## src/rtl/float_acc_feeder.sv

```systemverilog
// rtl/float_acc_feeder.sv - packs a float32 word stream into LANES-wide beats for the adder tree
//
// Purpose: collects serial float32 words into beats of LANES words, drives each
// completed beat onto the adder tree's parallel input (short final beats are padded
// with +0.0), and follows the tree's fixed latency with a valid/last/beat shift
// pipeline so the tree's free-running output is re-emitted as a framed stream.
//
// Ports:
//   clk, rst_n            clock (rising edge), asynchronous active-low reset
//   in_valid/in_data/     serial input words, in_last marks the final word
//   in_last/in_ready      of a packet; in_ready = rst_n & !hold
//   hold                  downstream stall request, blocks input only
//   tree_din              packed beat to the tree, lane i = bits [32i+31:32i]
//   tree_dout             sum returned by the tree, TREE_LAT edges after tree_din
//   out_valid/out_data/   beat sum, end-of-packet flag and 0-based beat index;
//   out_last/out_beat     all zero while out_valid is low
`timescale 1ns/1ps
module float_acc_feeder #(
  parameter int LANES    = 4,
  parameter int TREE_LAT = 2
) (
  input  logic                 clk,
  input  logic                 rst_n,
  input  logic                 in_valid,
  input  logic [31:0]          in_data,
  input  logic                 in_last,
  output logic                 in_ready,
  input  logic                 hold,
  output logic [LANES*32-1:0]  tree_din,
  input  logic [31:0]          tree_dout,
  output logic                 out_valid,
  output logic [31:0]          out_data,
  output logic                 out_last,
  output logic [15:0]          out_beat
);

  localparam int CW = (LANES > 1) ? $clog2(LANES) : 1;
  localparam logic [CW-1:0] LAST_LANE = CW'(LANES - 1);

  logic [CW-1:0]        cnt_q, cnt_d;
  // Slot LANES-1 is never written: the word for the top lane always arrives as the
  // launching word and goes straight into tree_din, so that slot stays zero.
  logic [31:0]          fill_q [LANES];
  logic [31:0]          fill_d [LANES];
  logic [LANES*32-1:0]  tree_din_q, tree_din_d;
  logic [15:0]          bcnt_q, bcnt_d;
  logic [TREE_LAT:0]    sh_v_q, sh_v_d;
  logic [TREE_LAT:0]    sh_l_q, sh_l_d;
  logic [15:0]          sh_b_q [TREE_LAT+1];
  logic [15:0]          sh_b_d [TREE_LAT+1];

  logic accept;
  logic launch;

  assign in_ready = rst_n & ~hold;
  assign accept   = in_valid & in_ready;
  // A beat closes when its top lane fills or the packet ends early.
  assign launch   = accept & ((cnt_q == LAST_LANE) | in_last);

  always_comb begin
    cnt_d      = cnt_q;
    fill_d     = fill_q;
    tree_din_d = tree_din_q;
    bcnt_d     = bcnt_q;

    if (launch) begin
      for (int i = 0; i < LANES; i++) begin
        if (CW'(i) < cnt_q) begin
          tree_din_d[32*i +: 32] = fill_q[i];
        end else if (CW'(i) == cnt_q) begin
          tree_din_d[32*i +: 32] = in_data;
        end else begin
          tree_din_d[32*i +: 32] = 32'h0000_0000;
        end
      end
      cnt_d = '0;
      for (int i = 0; i < LANES; i++) begin
        fill_d[i] = 32'h0000_0000;
      end
      bcnt_d = in_last ? 16'd0 : bcnt_q + 16'd1;
    end else if (accept) begin
      fill_d[cnt_q] = in_data;
      cnt_d         = cnt_q + 1'b1;
    end

    // Launch pipeline: non-launch edges push zeros, so the output stage carries
    // zero last/beat whenever valid is low.
    sh_v_d    = {sh_v_q[TREE_LAT-1:0], launch};
    sh_l_d    = {sh_l_q[TREE_LAT-1:0], launch & in_last};
    sh_b_d[0] = launch ? bcnt_q : 16'd0;
    for (int i = 1; i <= TREE_LAT; i++) begin
      sh_b_d[i] = sh_b_q[i-1];
    end
  end

  always_ff @(posedge clk or negedge rst_n) begin
    if (!rst_n) begin
      cnt_q      <= '0;
      tree_din_q <= '0;
      bcnt_q     <= 16'd0;
      sh_v_q     <= '0;
      sh_l_q     <= '0;
      for (int i = 0; i < LANES; i++) begin
        fill_q[i] <= 32'h0000_0000;
      end
      for (int i = 0; i <= TREE_LAT; i++) begin
        sh_b_q[i] <= 16'd0;
      end
    end else begin
      cnt_q      <= cnt_d;
      tree_din_q <= tree_din_d;
      bcnt_q     <= bcnt_d;
      sh_v_q     <= sh_v_d;
      sh_l_q     <= sh_l_d;
      fill_q     <= fill_d;
      sh_b_q     <= sh_b_d;
    end
  end

  assign tree_din  = tree_din_q;
  assign out_valid = sh_v_q[TREE_LAT];
  assign out_last  = sh_l_q[TREE_LAT];
  assign out_beat  = sh_b_q[TREE_LAT];
  assign out_data  = sh_v_q[TREE_LAT] ? tree_dout : 32'h0000_0000;

endmodule

```

## config.mk

```make
export PLATFORM = sky130hd
export DESIGN_NAME = float_acc_feeder
export DESIGN_NICKNAME = d
export VERILOG_FILES = /design/src/rtl/float_acc_feeder.sv
export SDC_FILE = /design/constraint.sdc
export NUM_CORES = 1
export LEC_CHECK = 0
export BUFFER_PORTS_ARGS = -buffer_cell sky130_fd_sc_hd__buf_4
export CAP_MARGIN = 20
export CORE_MARGIN = 4
export CORE_UTILIZATION = 49
export CTS_CLUSTER_SIZE = 16
export DETAILED_ROUTE_END_ITERATION = 10
export PLACE_DENSITY = 0.72
export SETUP_SLACK_MARGIN = 0.2
export SLEW_MARGIN = 15
export SYNTH_ARGS = -nofsm -noshare
export SYNTH_HDL_FRONTEND = slang
export SYNTH_SLANG_ARGS = --single-unit
```

## constraint.sdc

```tcl
create_clock -name clk -period 1.75 [get_ports clk]
set_input_delay 0.35 -clock clk [delete_from_list [all_inputs] [get_ports clk]]
set_output_delay 0.35 -clock clk [all_outputs]
set_load 0.05 [all_outputs]
```

## After elaboration in Yosys (flattened, before gate mapping)

Index checks and enable logic that the tools add are counted.

| operators by class | value |
|---|---|
| add/sub/neg operators | 2 |
| multiply operators | 0 |
| divide/modulo/power cells | 0 |
| order comparisons | 6 |
| eq/ne operators | 4 |
| shift operators | 0 |
| mux-type cells | 18 |
| bitwise gates (word level) | 7 |
| reduce and logical (&&, ||, !) cells | 3 |

Operators by type and width:

| operator | number |
|---|---|
| $mux 32 | 10 |
| $mux 128 | 2 |
| $bwmux 128 | 1 |
| $demux 32 s2 | 1 |
| $mux 16 | 2 |
| $add 16x1->16 const B | 1 |
| $and 1x1->1 | 4 |
| $eq 2x2->1 const A | 2 |
| $lt 1x2->1 const A | 2 |
| $lt 2x2->1 const A | 2 |
| $mux 2 | 2 |
| $ge 3x3->1 const B | 1 |
| $lt 3x1->1 const B | 1 |
| $not 2->3 | 1 |
| $add 2x1->2 const B | 1 |
| $eq 1x2->1 const A | 1 |
| $eq 2x2->1 const B | 1 |
| $logic_not 2->1 | 1 |
| $reduce_bool 2->1 | 1 |
| $logic_and 1x1->1 | 1 |
| $not 1->1 | 1 |
| $or 1x1->1 | 1 |

| word-level totals | value |
|---|---|
| bits in registers | 328 |
| bits in latches | 0 |
| bits in writable memories | 0 |
| ROM bits | 0 |
| input port bits | 69 |
| output and inout port bits | 179 |
| logic and storage cells | 52 |
| memories kept | 0 |

## Longest topological paths before layout

| depth | value |
|---|---|
| word-level depth | 8 |
| gate-level depth with buffers | 9 |
| mapped depth without buffers | 6 |

## Worst setup path before layout

OpenSTA, ideal clock, no wires.

| timing | value |
|---|---|
| kind | register to register |
| from | register cnt_q[1] |
| to | register tree_din_q[10] (netlist: tree_din[10]) |
| setup time | 0.135 ns |
| arrival | 1.748 ns |
| required time | 1.615 ns |
| slack | -0.133 ns |
| cell stages (with the launch flop) | 9 |
| buffers on the path | 4 |
| clock period less this slack | 1.883 ns |
| cells stage by stage | dfrtp_1 > clkbuf_1 > inv_1 > clkbuf_1 > ha_1 > buf_2 > buf_2 > mux2i_1 > o21ai_0 |

| between the ends | value |
|---|---|
| longest elaborated chain between the ends | 3 |
| elaborated cells between the ends (all ways) | 7 |
| classes of those cells | order compare: 1; eq/ne: 1; mux: 2; bitwise: 2; reduce/logical: 1 |

RTL lines:

| what | line | source |
|---|---|---|
| start: declaration | 40 | `logic [CW-1:0] cnt_q, cnt_d;` |
| start signal: assignment | 110 | `cnt_q <= cnt_d;` |
| $eq 2x2->1 or $logic_not 2->1 (tied branches) | 58, 70 |  |
| $or 1x1->1 or $mux 32 (tied branches) | 58, 70 |  |
| $and 1x1->1 or $mux 32 (tied branches) | 58, 68 |  |
| end signal: assignment | 111 | `tree_din_q <= tree_din_d;` |
| end: declaration | 45 | `logic [LANES*32-1:0] tree_din_q, tree_din_d;` |

Several ways; a longest one is shown, not always the timed one.
A chain may end at the register's enable or synchronous reset.

## Worst setup path in the final report

| timing | value |
|---|---|
| from | register cnt_q[1] |
| to | register tree_din_q[105] (netlist: tree_din[105]) |

| between the ends | value |
|---|---|
| longest elaborated chain between the ends | 3 |
| elaborated cells between the ends (all ways) | 7 |
| classes of those cells | order compare: 1; eq/ne: 2; mux: 2; bitwise: 2 |

RTL lines:

| what | line |
|---|---|
| $eq 2x2->1 | 58, 70 |
| $mux 32 or $or 1x1->1 (tied branches) | 70, 58 |
| $mux 32 or $and 1x1->1 (tied branches) | 68, 58 |

Several ways; a longest one is shown, not always the timed one.

==> metrics <==
Slowest Stage Delay on Critical Path=0.42 ns; final std cells w/o fill=1,753; CP max FO=5; largest net degree at the start of global routing=101; final setup fails=250; Initial Utilization=50.3%; FF+latch count, synth=296; Die W=164 µm; drt wl/cell=24.7 µm; synthesized area per cell=11.6 µm²; Inst Count DP=1,565; worst setup margin=-0.199 ns; 1st-pass router iterations=5; H-tree Lvls=1; I/O pin cnt=248; Placement Cell Area=14,400 µm²; crit path kind=flop to flop; GR Overflow Total=0; via-per-instance ratio=6.03; final wirelength=43,400 µm; CTS tree=built; clk_skew=0.0234 ns; Port Buffer Count=247; unique cell type count in the Yosys netlist=41; min Tclk post-route=1.95 ns; RSZ-0062 raised after global routing=yes; Yosys top cell by area=dfrtp_1; DIE AREA=27,000 µm²; total of max-cap violations=0; CP arrival=2.43 ns; syn nets=1,110; Root Buffer=clkbuf_16; global-route wire length before repair=59,500 µm; Core Area=23,800 µm²; CTS Sinks=296; Area Overhead vs Synth=60.1%; initial antenna violation count=0; count leader, synth=dfrtp_1; asr flop ratio synth=100%; Yosys top cell area share=61.9%; Clk Latency, worst-skew pair=0.56 ns; Placement Rows=56; Final Slew Violations=0; maximum vdd drop=0.729 mV; Crit path required time=2.23 ns; worst min path class=input port to async pin; number of global-route vias before repair=10,500; CP max-delay cell=dfrtp_2; share of layout cells above drive strength 1=49.5%; worst-case clock buffer depth=3; Leakage Power=9.51 nW; Post-synth EDFFs=0; relative slew slack=38.7%; via count=10,600; outcome=finished, violations left; DRT iter0 DRCs=850; ant diodes=0; clock buffer count from CTS=30; startpoint types=flop; Hold WS=0.0595 ns; PD cells=1170 nW/µm²; Total GRT Usage=28.2%; main area contributors after synthesis=dfrtp_1 62%, a22o_1 9.4%, nand2_1 4.1%; Seq/Total Area, Yosys=61.9%; Synth Flop Type=dfrtp_1; Detail Placement HPWL=19,800 µm; Ys Warns=0; DIE HEIGHT=164 µm; synthesized area=12,000 µm²; commonest cells in the netlist=296 x dfrtp_1, 132 x nand2_1, 128 x a22o_1, 86 x o21ai_1, 69 x a21oi_1; worst-margin pin slew=0.919 ns; final hold violations=0; Tcrit/Tclk final=111%; Cell Chain, Critical Path=ha_4 > or2_4 > buf_6 > buf_6 > nand2_8 > buf_12 > buf_8 > buf_6 > buf_6 > buf_16 > a22o_1; cell mode on critical path=buf_6; Final ANT Viol Nets=0; CTS clock-pin slew for the worst setup and hold paths=0.07 ns; detailed-route DRC error count=0; design area=19,200 µm²; CP endpoint kind=flop; Post-Syn Instances=1,035; violated checks=setup timing; nets@finish=1,487; fmax=0.513 GHz; Setup TNS Final=-21.91 ns; gpl congestion=0.767
-- cells in the final DEF (no fill, tap or decap), types with 4 or more instances in the layout --
master and n:
nor2_1 47, ha_4 5, clkinv_2 7, nand4_1 5
o21ai_2 76, nand2_2 36, nand3_1 4, buf_6 53
buf_12 45, inv_1 4, and2_4 32, xnor2_1 7
nor4_4 4, buf_8 42, and3_4 14, clkbuf_1 6
buf_16 43, o21ai_4 4, o21ai_1 19, clkbuf_16 42
and3_1 33, nand2_1 60, a22o_1 128, clkbuf_8 7
mux2i_1 32, nand2_4 36, dfrtp_1 292, buf_4 236
a21oi_1 66
-- sequential cells by signal, indices dropped and copies added, names as in the netlist --
signal	cells
sh_b_d	32
sh_l_q	3
bcnt_q	16
out_beat	16
cnt_q	2
tree_din	128
fill_q	96
sh_v_q	3
-- critical path: cells and delay by family (launching register included) --
| family | cells | cell delay, ns |
|---|---|---|
| AND/OR/NAND/NOR | 2 | 0.32 |
| AO/OA/AOI/OAI | 1 | 0.20 |
| buffers and inverters | 7 | 0.79 |
| adder cells (fa/ha/maj) | 1 | 0.16 |
| flip-flops | 1 | 0.42 |
-- cells by family (layout without fill, tap and decap cells) --
| logic type | Yosys count | count (layout) | synth area share, % |
|---|---|---|---|
| buffers and inverters | 94 | 492 | 5.01 |
| adder cells (fa/ha/maj) | 6 | 6 | 0.628 |
| AND/OR/NAND/NOR | 292 | 293 | 11.9 |
| AO/OA/AOI/OAI | 306 | 306 | 17.2 |
| XOR/XNOR | 9 | 9 | 0.659 |
| flip-flops | 296 | 296 | 61.9 |
| multiplexers | 32 | 32 | 2.68 |
-- per-stage QoR --
stage	setup WS [ns]	power [W]	utilization [%]
6_report	-0.199	0.0223	80.6
2_1_floorplan	0.0822	0.0122	-
3_5_place_dp	0.0228	0.0143	60.6
4_1_cts	-0.145	0.0214	75.2
5_1_grt	-0.236	0.0231	80.6
3_3_place_gp	0.0508	0.0142	60.6
-- power by group --
| part | leakage, nW | switching [W] | internal (W) |
|---|---|---|---|
| clock network | 0.481 | 0.00272 | 0.00367 |
| registers | 4.03 | 0.000791 | 0.00778 |
| logic | 4.99 | 0.00455 | 0.00283 |
| total | 9.51 | 0.00806 | 0.0143 |
-- cell type report --
cell class | count | area [µm²]
Clock inverter | 10 | 80.1
Fill cell | 1228 | 4600
Clock buffer | 44 | 895
Inverter | 7 | 28.8
Tap cell | 319 | 399
Sequential cell | 296 | 7410
Timing Repair Buffer | 431 | 5370
Multi-Input combinational cell | 646 | 4960
-- final timing paths --
| path | from | end | slack (ns) | depth (start not counted) |
|---|---|---|---|---|
| worst max-delay path | cnt_q[1] | tree_din[105] | -0.20 | 11 |
| worst min-delay path | rst_n | sh_b_d[15] | 0.06 | 2 |
| worst max register to register | cnt_q[1] | tree_din[105] | -0.20 | 11 |
| worst min register to register | sh_b_d[26] | sh_b_d[10] | 0.35 | 0 |
| max in group asynchronous | rst_n | cnt_q[1] | 0.36 | 4 |
| min in group clk | in_data[21] | tree_din[117] | 0.08 | 2 |
-- routing by layer --
layer  track usage [%]  share of wire (%)  vias up
li1                  -                  -     4429
met1              36.4                 37     5322
met2              47.4                 50      657
met3              5.82                8.7      157
met4              10.4                4.6        0
met5                 0                  0        -
-- timing repair --
item,in CTS,in global routing
setup endpoints to repair,277,397
hold buffers,1,0
gates resized for setup,226,234
gates cloned,40,13
hold endpoints to repair,89,0
pin swaps,138,123
buffers inserted,66,14
(Power assumes the default switching activity.)
